**src/rtl/imem_pkg.sv**
```systemverilog
// -----------------------------------------------------------------------------
// imem_pkg
// Shared definitions for the instruction-memory boot loader:
//   - HDR_W       : width of the frame word-count header (two header bytes)
//   - state_t     : loader FSM states
//   - word_to_adr : word index -> byte address used on the RAM write port
// -----------------------------------------------------------------------------
package imem_pkg;

    localparam int unsigned HDR_W = 16;

    typedef enum logic [2:0] {
        CNT_HI = 3'd0,
        CNT_LO = 3'd1,
        DATA   = 3'd2,
        CHK    = 3'd3,
        DONE   = 3'd4,
        ERR    = 3'd5
    } state_t;

    // Instruction word N lives at byte address 4*N.
    function automatic logic [31:0] word_to_adr(input logic [HDR_W-1:0] idx);
        return {{(30 - HDR_W){1'b0}}, idx, 2'b00};
    endfunction

endpackage

```
**src/rtl/imem_loader_if.sv**
```systemverilog
// -----------------------------------------------------------------------------
// imem_loader_if
// Byte-stream handshake plus instruction-RAM write bus of the boot loader.
//   rx_data/rx_valid/rx_ready : byte source -> loader (accept on valid && ready)
//   mem_we/mem_adr/mem_din    : loader -> instruction RAM write port
// Modports:
//   slave  : the loader's view (consumes bytes, drives the write bus)
//   master : the environment's view (byte source and RAM side)
// -----------------------------------------------------------------------------
interface imem_loader_if;

    logic [7:0]  rx_data;
    logic        rx_valid;
    logic        rx_ready;
    logic        mem_we;
    logic [31:0] mem_adr;
    logic [31:0] mem_din;

    modport slave (
        input  rx_data,
        input  rx_valid,
        output rx_ready,
        output mem_we,
        output mem_adr,
        output mem_din
    );

    modport master (
        output rx_data,
        output rx_valid,
        input  rx_ready,
        input  mem_we,
        input  mem_adr,
        input  mem_din
    );

endinterface

```
**src/rtl/imem_loader.sv**
```systemverilog
// -----------------------------------------------------------------------------
// imem_loader
// Boot-time instruction memory writer. Receives a framed byte stream
//   count_hi, count_lo, 4*N data bytes (big-endian words), checksum byte
// where checksum = XOR of the data bytes, writes each assembled word to the
// instruction RAM, and releases the CPU from reset only after a complete,
// checksum-verified load.
// Ports:
//   clk, reset : clock and synchronous active-high reset
//   bus        : byte-stream handshake and RAM write bus (slave modport)
//   cpu_reset  : high while the CPU must stay in reset (low only when done)
//   done       : sticky, load complete and checksum matched
//   error      : sticky, load aborted (oversize header or bad checksum)
// -----------------------------------------------------------------------------
module imem_loader
    import imem_pkg::*;
#(
    parameter int unsigned DEPTH = 256,
    parameter int unsigned CNT_W = HDR_W   // header is always two bytes
) (
    input  logic          clk,
    input  logic          reset,
    imem_loader_if.slave  bus,
    output logic          cpu_reset,
    output logic          done,
    output logic          error
);

    state_t             state_q,    state_d;
    logic [CNT_W-1:0]   count_q,    count_d;
    logic [CNT_W-1:0]   word_idx_q, word_idx_d;
    logic [1:0]         byte_idx_q, byte_idx_d;
    logic [7:0]         chk_q,      chk_d;
    logic [23:0]        asm_q,      asm_d;
    logic               mem_we_q,   mem_we_d;
    logic [31:0]        mem_adr_q,  mem_adr_d;
    logic [31:0]        mem_din_q,  mem_din_d;

    logic               rx_ready;
    logic               accept;
    logic [CNT_W-1:0]   count_full;

    assign rx_ready   = (state_q != DONE) && (state_q != ERR);
    assign accept     = bus.rx_valid && rx_ready;
    // Complete word count as it becomes known on the low header byte.
    assign count_full = {count_q[CNT_W-1:8], bus.rx_data};

    always_comb begin
        state_d    = state_q;
        count_d    = count_q;
        word_idx_d = word_idx_q;
        byte_idx_d = byte_idx_q;
        chk_d      = chk_q;
        asm_d      = asm_q;
        mem_we_d   = 1'b0;
        mem_adr_d  = mem_adr_q;
        mem_din_d  = mem_din_q;

        if (accept) begin
            unique case (state_q)
                CNT_HI: begin
                    count_d[CNT_W-1:8] = bus.rx_data;
                    state_d            = CNT_LO;
                end
                CNT_LO: begin
                    count_d = count_full;
                    if (count_full > CNT_W'(DEPTH)) begin
                        state_d = ERR;
                    end else if (count_full == '0) begin
                        state_d = CHK;
                    end else begin
                        state_d = DATA;
                    end
                end
                DATA: begin
                    chk_d      = chk_q ^ bus.rx_data;
                    byte_idx_d = byte_idx_q + 2'd1;
                    if (byte_idx_q == 2'd3) begin
                        // Only the first three bytes are stored; the fourth is
                        // merged straight into the registered write data.
                        mem_we_d   = 1'b1;
                        mem_adr_d  = word_to_adr(word_idx_q);
                        mem_din_d  = {asm_q, bus.rx_data};
                        word_idx_d = word_idx_q + CNT_W'(1);
                        if (word_idx_q + CNT_W'(1) == count_q) begin
                            state_d = CHK;
                        end
                    end else begin
                        asm_d = {asm_q[15:0], bus.rx_data};
                    end
                end
                CHK: begin
                    state_d = (bus.rx_data == chk_q) ? DONE : ERR;
                end
                default: begin
                end
            endcase
        end
    end

    always_ff @(posedge clk) begin
        if (reset) begin
            state_q    <= CNT_HI;
            count_q    <= '0;
            word_idx_q <= '0;
            byte_idx_q <= '0;
            chk_q      <= '0;
            asm_q      <= '0;
            mem_we_q   <= 1'b0;
            mem_adr_q  <= '0;
            mem_din_q  <= '0;
        end else begin
            state_q    <= state_d;
            count_q    <= count_d;
            word_idx_q <= word_idx_d;
            byte_idx_q <= byte_idx_d;
            chk_q      <= chk_d;
            asm_q      <= asm_d;
            mem_we_q   <= mem_we_d;
            mem_adr_q  <= mem_adr_d;
            mem_din_q  <= mem_din_d;
        end
    end

    assign bus.rx_ready = rx_ready;
    assign bus.mem_we   = mem_we_q;
    assign bus.mem_adr  = mem_adr_q;
    assign bus.mem_din  = mem_din_q;
    assign done         = (state_q == DONE);
    assign error        = (state_q == ERR);
    assign cpu_reset    = (state_q != DONE);

endmodule

```
**src/flat_wrapper.sv**
```systemverilog
// flat-port wrapper written by rule: the top's interface ports become plain ports
module imem_loader_flat import imem_pkg::*;
#(
    parameter int unsigned DEPTH = 256,
    parameter int unsigned CNT_W = HDR_W                                
)
  (clk, reset, cpu_reset, done, error, bus_rx_data, bus_rx_valid, bus_rx_ready, bus_mem_we, bus_mem_adr, bus_mem_din);
  imem_loader_if bus_i ();
  input  logic clk;
  input  logic reset;
  output logic cpu_reset;
  output logic done;
  output logic error;
  input wire logic [$bits(bus_i.rx_data)-1:0] bus_rx_data;
  input wire logic [$bits(bus_i.rx_valid)-1:0] bus_rx_valid;
  output wire logic [$bits(bus_i.rx_ready)-1:0] bus_rx_ready;
  output wire logic [$bits(bus_i.mem_we)-1:0] bus_mem_we;
  output wire logic [$bits(bus_i.mem_adr)-1:0] bus_mem_adr;
  output wire logic [$bits(bus_i.mem_din)-1:0] bus_mem_din;
  assign bus_i.rx_data = bus_rx_data;
  assign bus_i.rx_valid = bus_rx_valid;
  assign bus_rx_ready = bus_i.rx_ready;
  assign bus_mem_we = bus_i.mem_we;
  assign bus_mem_adr = bus_i.mem_adr;
  assign bus_mem_din = bus_i.mem_din;
  imem_loader #(.DEPTH(DEPTH), .CNT_W(CNT_W)) u_core (.clk(clk), .reset(reset), .bus(bus_i), .cpu_reset(cpu_reset), .done(done), .error(error));
endmodule
```
**config.mk**
```make
export PLATFORM = sky130hd
export DESIGN_NAME = imem_loader_flat
export DESIGN_NICKNAME = d
export VERILOG_FILES = /design/src/rtl/imem_pkg.sv /design/src/rtl/imem_loader_if.sv /design/src/rtl/imem_loader.sv /design/src/flat_wrapper.sv
export SDC_FILE = /design/constraint.sdc
export NUM_CORES = 1
export LEC_CHECK = 0
export BUFFER_PORTS_ARGS = -buffer_cell sky130_fd_sc_hd__buf_2
export CORE_MARGIN = 2
export CORE_UTILIZATION = 50
export CTS_CLUSTER_DIAMETER = 120
export DETAILED_ROUTE_END_ITERATION = 7
export HOLD_SLACK_MARGIN = 0.02
export PLACE_DENSITY = 0.72
export SYNTH_ARGS = -nofsm -noshare
export SYNTH_HDL_FRONTEND = slang
export SYNTH_SLANG_ARGS = --single-unit
```
**constraint.sdc**
```tcl
create_clock -name clk -period 3.1 [get_ports clk]
set_clock_uncertainty 0.15 [all_clocks]
set_input_delay 0.62 -clock clk [delete_from_list [all_inputs] [get_ports clk]]
set_output_delay 0.62 -clock clk [all_outputs]
set_load 0.03 [all_outputs]
```
==> results summary <==
The flow ran to the end, and the final reports show no timing, DRC or antenna violations. The count of cells resized by post-cts repair is 0. After floorplanning, the core was divided into 37 placement rows. The internal portion of total power came out at roughly 2800 uW. The H-tree depth came out at 4. By area the synthesized netlist is led by dfxtp_1 (46%), nand2_1 (13%), a21oi_1 (8.3%), xnor2_1 (6.1%), nor2_1 (3.2%).

The height of the chip came out at ~110 um. The share of final-layout standard cells stronger than drive strength 1 came out at between 15 and 20%. The number of inserted diodes came out at 0. The insertion delay of the later-clocked pin in the worst-skew pair came out at roughly 520 ps. The count of pins over their slew limit is 0.

The tool flagged a number of max-cap violations equal to 0. The power density over the cells is a little over 600 mW/mm^2. The highest ir drop seen on vdd came out at between 0.3 and 0.4 mV. Sequential cells were found to cover 45.86% of the synthesized design area.

The wire length per cell after detailed routing came out at about 14 um. The leakage power summed over all cells is around 0.0022 uW. The most used flip-flop cell after synthesis is dfxtp_1. The count of buffers added on input and output ports is 63. The effective utilization at floorplan came out at ~50%. The async set or reset register ratio after synthesis came out at 0%. The layout-stage area growth over the synthesis result is 16.61%. The final wirelength is 11630 um.

Counting flops and latches in the post-synthesis netlist gives 118. The starting DRC count in detailed routing came out at approximately 230. The number of buffers on the longest clock path is 2. The floorplan core area is 0.01018 mm^2. Counting flops with a built-in enable in the synthesized netlist gives 0. The post-cts hold buffer count came out at 0.

The HPWL after detailed placement came out at between 7000 and 8000 um. nand2_1 is the most common cell in the netlist. After detailed routing, the number of vias per cell comes to ~5.2. Counting the buffers created by CTS gives 17. Setup repair after global routing left no endpoint under its margin. In the global route stage, met3 resource usage came out at around 4.6%. The via count of the first global-routing pass came out at about 3900. The number of warnings printed during yosys synthesis came out at 0. The part of the power in registers is a little over two fifths. The nature of the critical path startpoint is a flip-flop.

TritonCTS built the clock tree. The die covers 0.01113 mm^2. The initial antenna violation count is 0. The post-synthesis area per instance came out at ~8 um^2. For this run, the total global-route usage over all layers was measured as 21.39%.

The number of clock sinks is between 100 and 150. In this run the clock root is driven by a clkbuf_8. The proportion of power drawn by the clock network came out at approximately half. The switching power total came out at 907.5 uW. The maximum operating frequency is approximately 390 MHz.

The net switching share of the total power is 24.65%. The fraction of met1 tracks used by global routing came out at 26.69%. The first-pass GRT wire length came out at about 19000 um. The worst setup path is captured at a flip-flop. The transition at the pin with the smallest max-transition slack came out at 804.3 ps. Global routing finished with a remaining overflow of 0. The overall power consumption is roughly 3700 uW. The clock slew at the register clock pins of the worst setup and hold paths came out at around 60 ps.

The number of hold violations in the final report was 0. The number of filler cells placed in the layout came out at ~950. The data arrival time of the critical path is 2850 ps. The dominant cell type by area after synthesis is dfxtp_1. The final critical-path share of the clock period came out at between 80% and 90%. The most congested layer reported by global routing is met2. In this run, distinct cell masters in the synthesized netlist total approximately 50. Setup violations remaining at the end of the flow were counted as 0. The critical path is of the flip-flop to flip-flop type. The last weighted congestion value of the routability-driven placer is 0.8982. The global routing usage on met2 is 35.21%.

The count of nets left with antenna violations after detail routing is 0. The x dimension of the die came out at approximately 110 um. The maximum number of pins on one net before global-route repair is 119. The kind of path behind the tightest hold check is primary input to flip-flop. The commonest cells after synthesis are nand2_1 (185), dfxtp_1 (118), a21oi_1 (85). In this run the cell area of the synthesized design comes to 0.005151 mm^2. The first-pass detailed-route iteration total came out at 5.

The worst-path maximum fanout came out at 8. The accumulated negative setup slack came out at 0 ps. The post-detailed-route DRC marker count came out at 0. The number of instances in the synthesized netlist came out at about 650. Post-CTS timing repair inserted 0 buffers for setup.

The fraction of post-synthesis cell area in the top cell type by area is 45.86%. Headroom to the max-slew limit came out at 45.97%. The number of nets in the finished design came out at about 700. For this block, the via count after detailed routing is roughly 4400. 80 I/O pins were placed. Combinational logic burns under 10% of the power. The minimum clock period came out at ~2500 ps. The required time at the endpoint of the critical path is approximately 3400 ps.
## state kept, by name, summed over array words and instances, names as in the netlist
register / cells
u_core.bus.mem_din: 32
u_core.chk_q: 8
u_core.word_idx_q: 16
u_core.byte_idx_q: 2
u_core.count_q: 16
u_core.bus.mem_we: 1
u_core.asm_q: 24
u_core.bus.mem_adr: 16
u_core.state_q: 3
## area by class of cell
type,count,area [um^2],area share (%)
timing repair buffer,71,390.4,6.499
inverter,5,18.77,0.3124
multi-input combinational,471,2495,41.53
tap,136,170.2,2.833
clock buffer,18,417.9,6.957
clock inverter,14,152.6,2.541
sequential,118,2362,39.33
## stage by stage
step | utilization (%) | instance area, um^2 | hold slack (ps) | cells | worst slack (ps)
final | 58.98 | 6007 | 271.8 | 833 | 552.2
after global routing | 58.98 | 6007 | 274.2 | 833 | 404.4
after CTS | 58.98 | 6007 | 261.9 | 833 | 555.8
after detailed placement | 53.38 | 5436 | 296.0 | 801 | 574.0
after global placement | 53.38 | 5436 | 289.6 | 801 | 640.8
after floorplan | - | 5207 | 282.2 | 663 | 788.2
## cells by family (layout without fill, tap and decap cells)
logic type	Yosys count	after routing	share of synthesized area, %
xor+xnor	52	52	8.841
other cells	1	16	0.07280
compound gates	106	106	11.49
flops	118	118	45.86
fa+ha+maj	2	2	0.4857
mux	10	10	1.943
simple gates	285	285	24.46
buf+inv	74	108	6.849
## metal layers
metal / part of all wire (%) / wire, um
met2: 50 / 5773
met5: 0 / 0
met4: 2.1 / 245
met3: 4.7 / 545
met1: 44 / 5063
## final timing paths
path / from / to / slack (ps) / cells after the start
max: u_core.word_idx_q[0]$_SDFFE_PP0P_ / u_core.state_q[0]$_SDFFE_PP0P_ / 550 / 7
min: bus_rx_data[5] / u_core.count_q[13]$_SDFFE_PP0P_ / 270 / 3
max reg2reg: u_core.word_idx_q[0]$_SDFFE_PP0P_ / u_core.state_q[0]$_SDFFE_PP0P_ / 550 / 7
min reg2reg: u_core.bus.mem_adr[11]$_SDFFE_PP0P_ / u_core.bus.mem_adr[11]$_SDFFE_PP0P_ / 300 / 2
## power groups by stage
stage | Combinational, uW | Sequential (uW) | Clock [uW]
floorplan | 216 | 1590 | 0
global placement | 227 | 1610 | 0
detailed placement | 232 | 1610 | 0
CTS | 235 | 1580 | 1890
global route | 257 | 1580 | 1960
finish | 237 | 1580 | 1870
## cells in the final DEF, fill, tap and decap left out, drive strengths merged, types with 2 or more instances in the layout
cell type and instances:
xnor2 36, clkinvlp 4, or3 3, nor4b 2
a211oi 4, nor3b 2, nor2 44, and2 2
inv 8, buf 71, or2 3, clkinv 5
nor4 9, nand4 4, nand2b 3, dfxtp 118
ha 2, clkbuf 18, nand2 186, xor2 16
mux2i 10, conb 16, and3b 2, nand4b 2
a31oi 3, bufinv 2, a21oi 85, a2111o 2
o211ai 2, nand3b 2, nand3 9, o21ai 5
nor3 7
## worst max-delay path, stage by stage, from the launching register on
cell,delay [ps]
dfxtp_1,450
ha_1,310
nand4_2,270
or4_1,630
xnor2_1,160
a211oi_1,170
nand4b_1,140
a211oi_2,210
No activity file was read; power rests on OpenSTA's default activity.
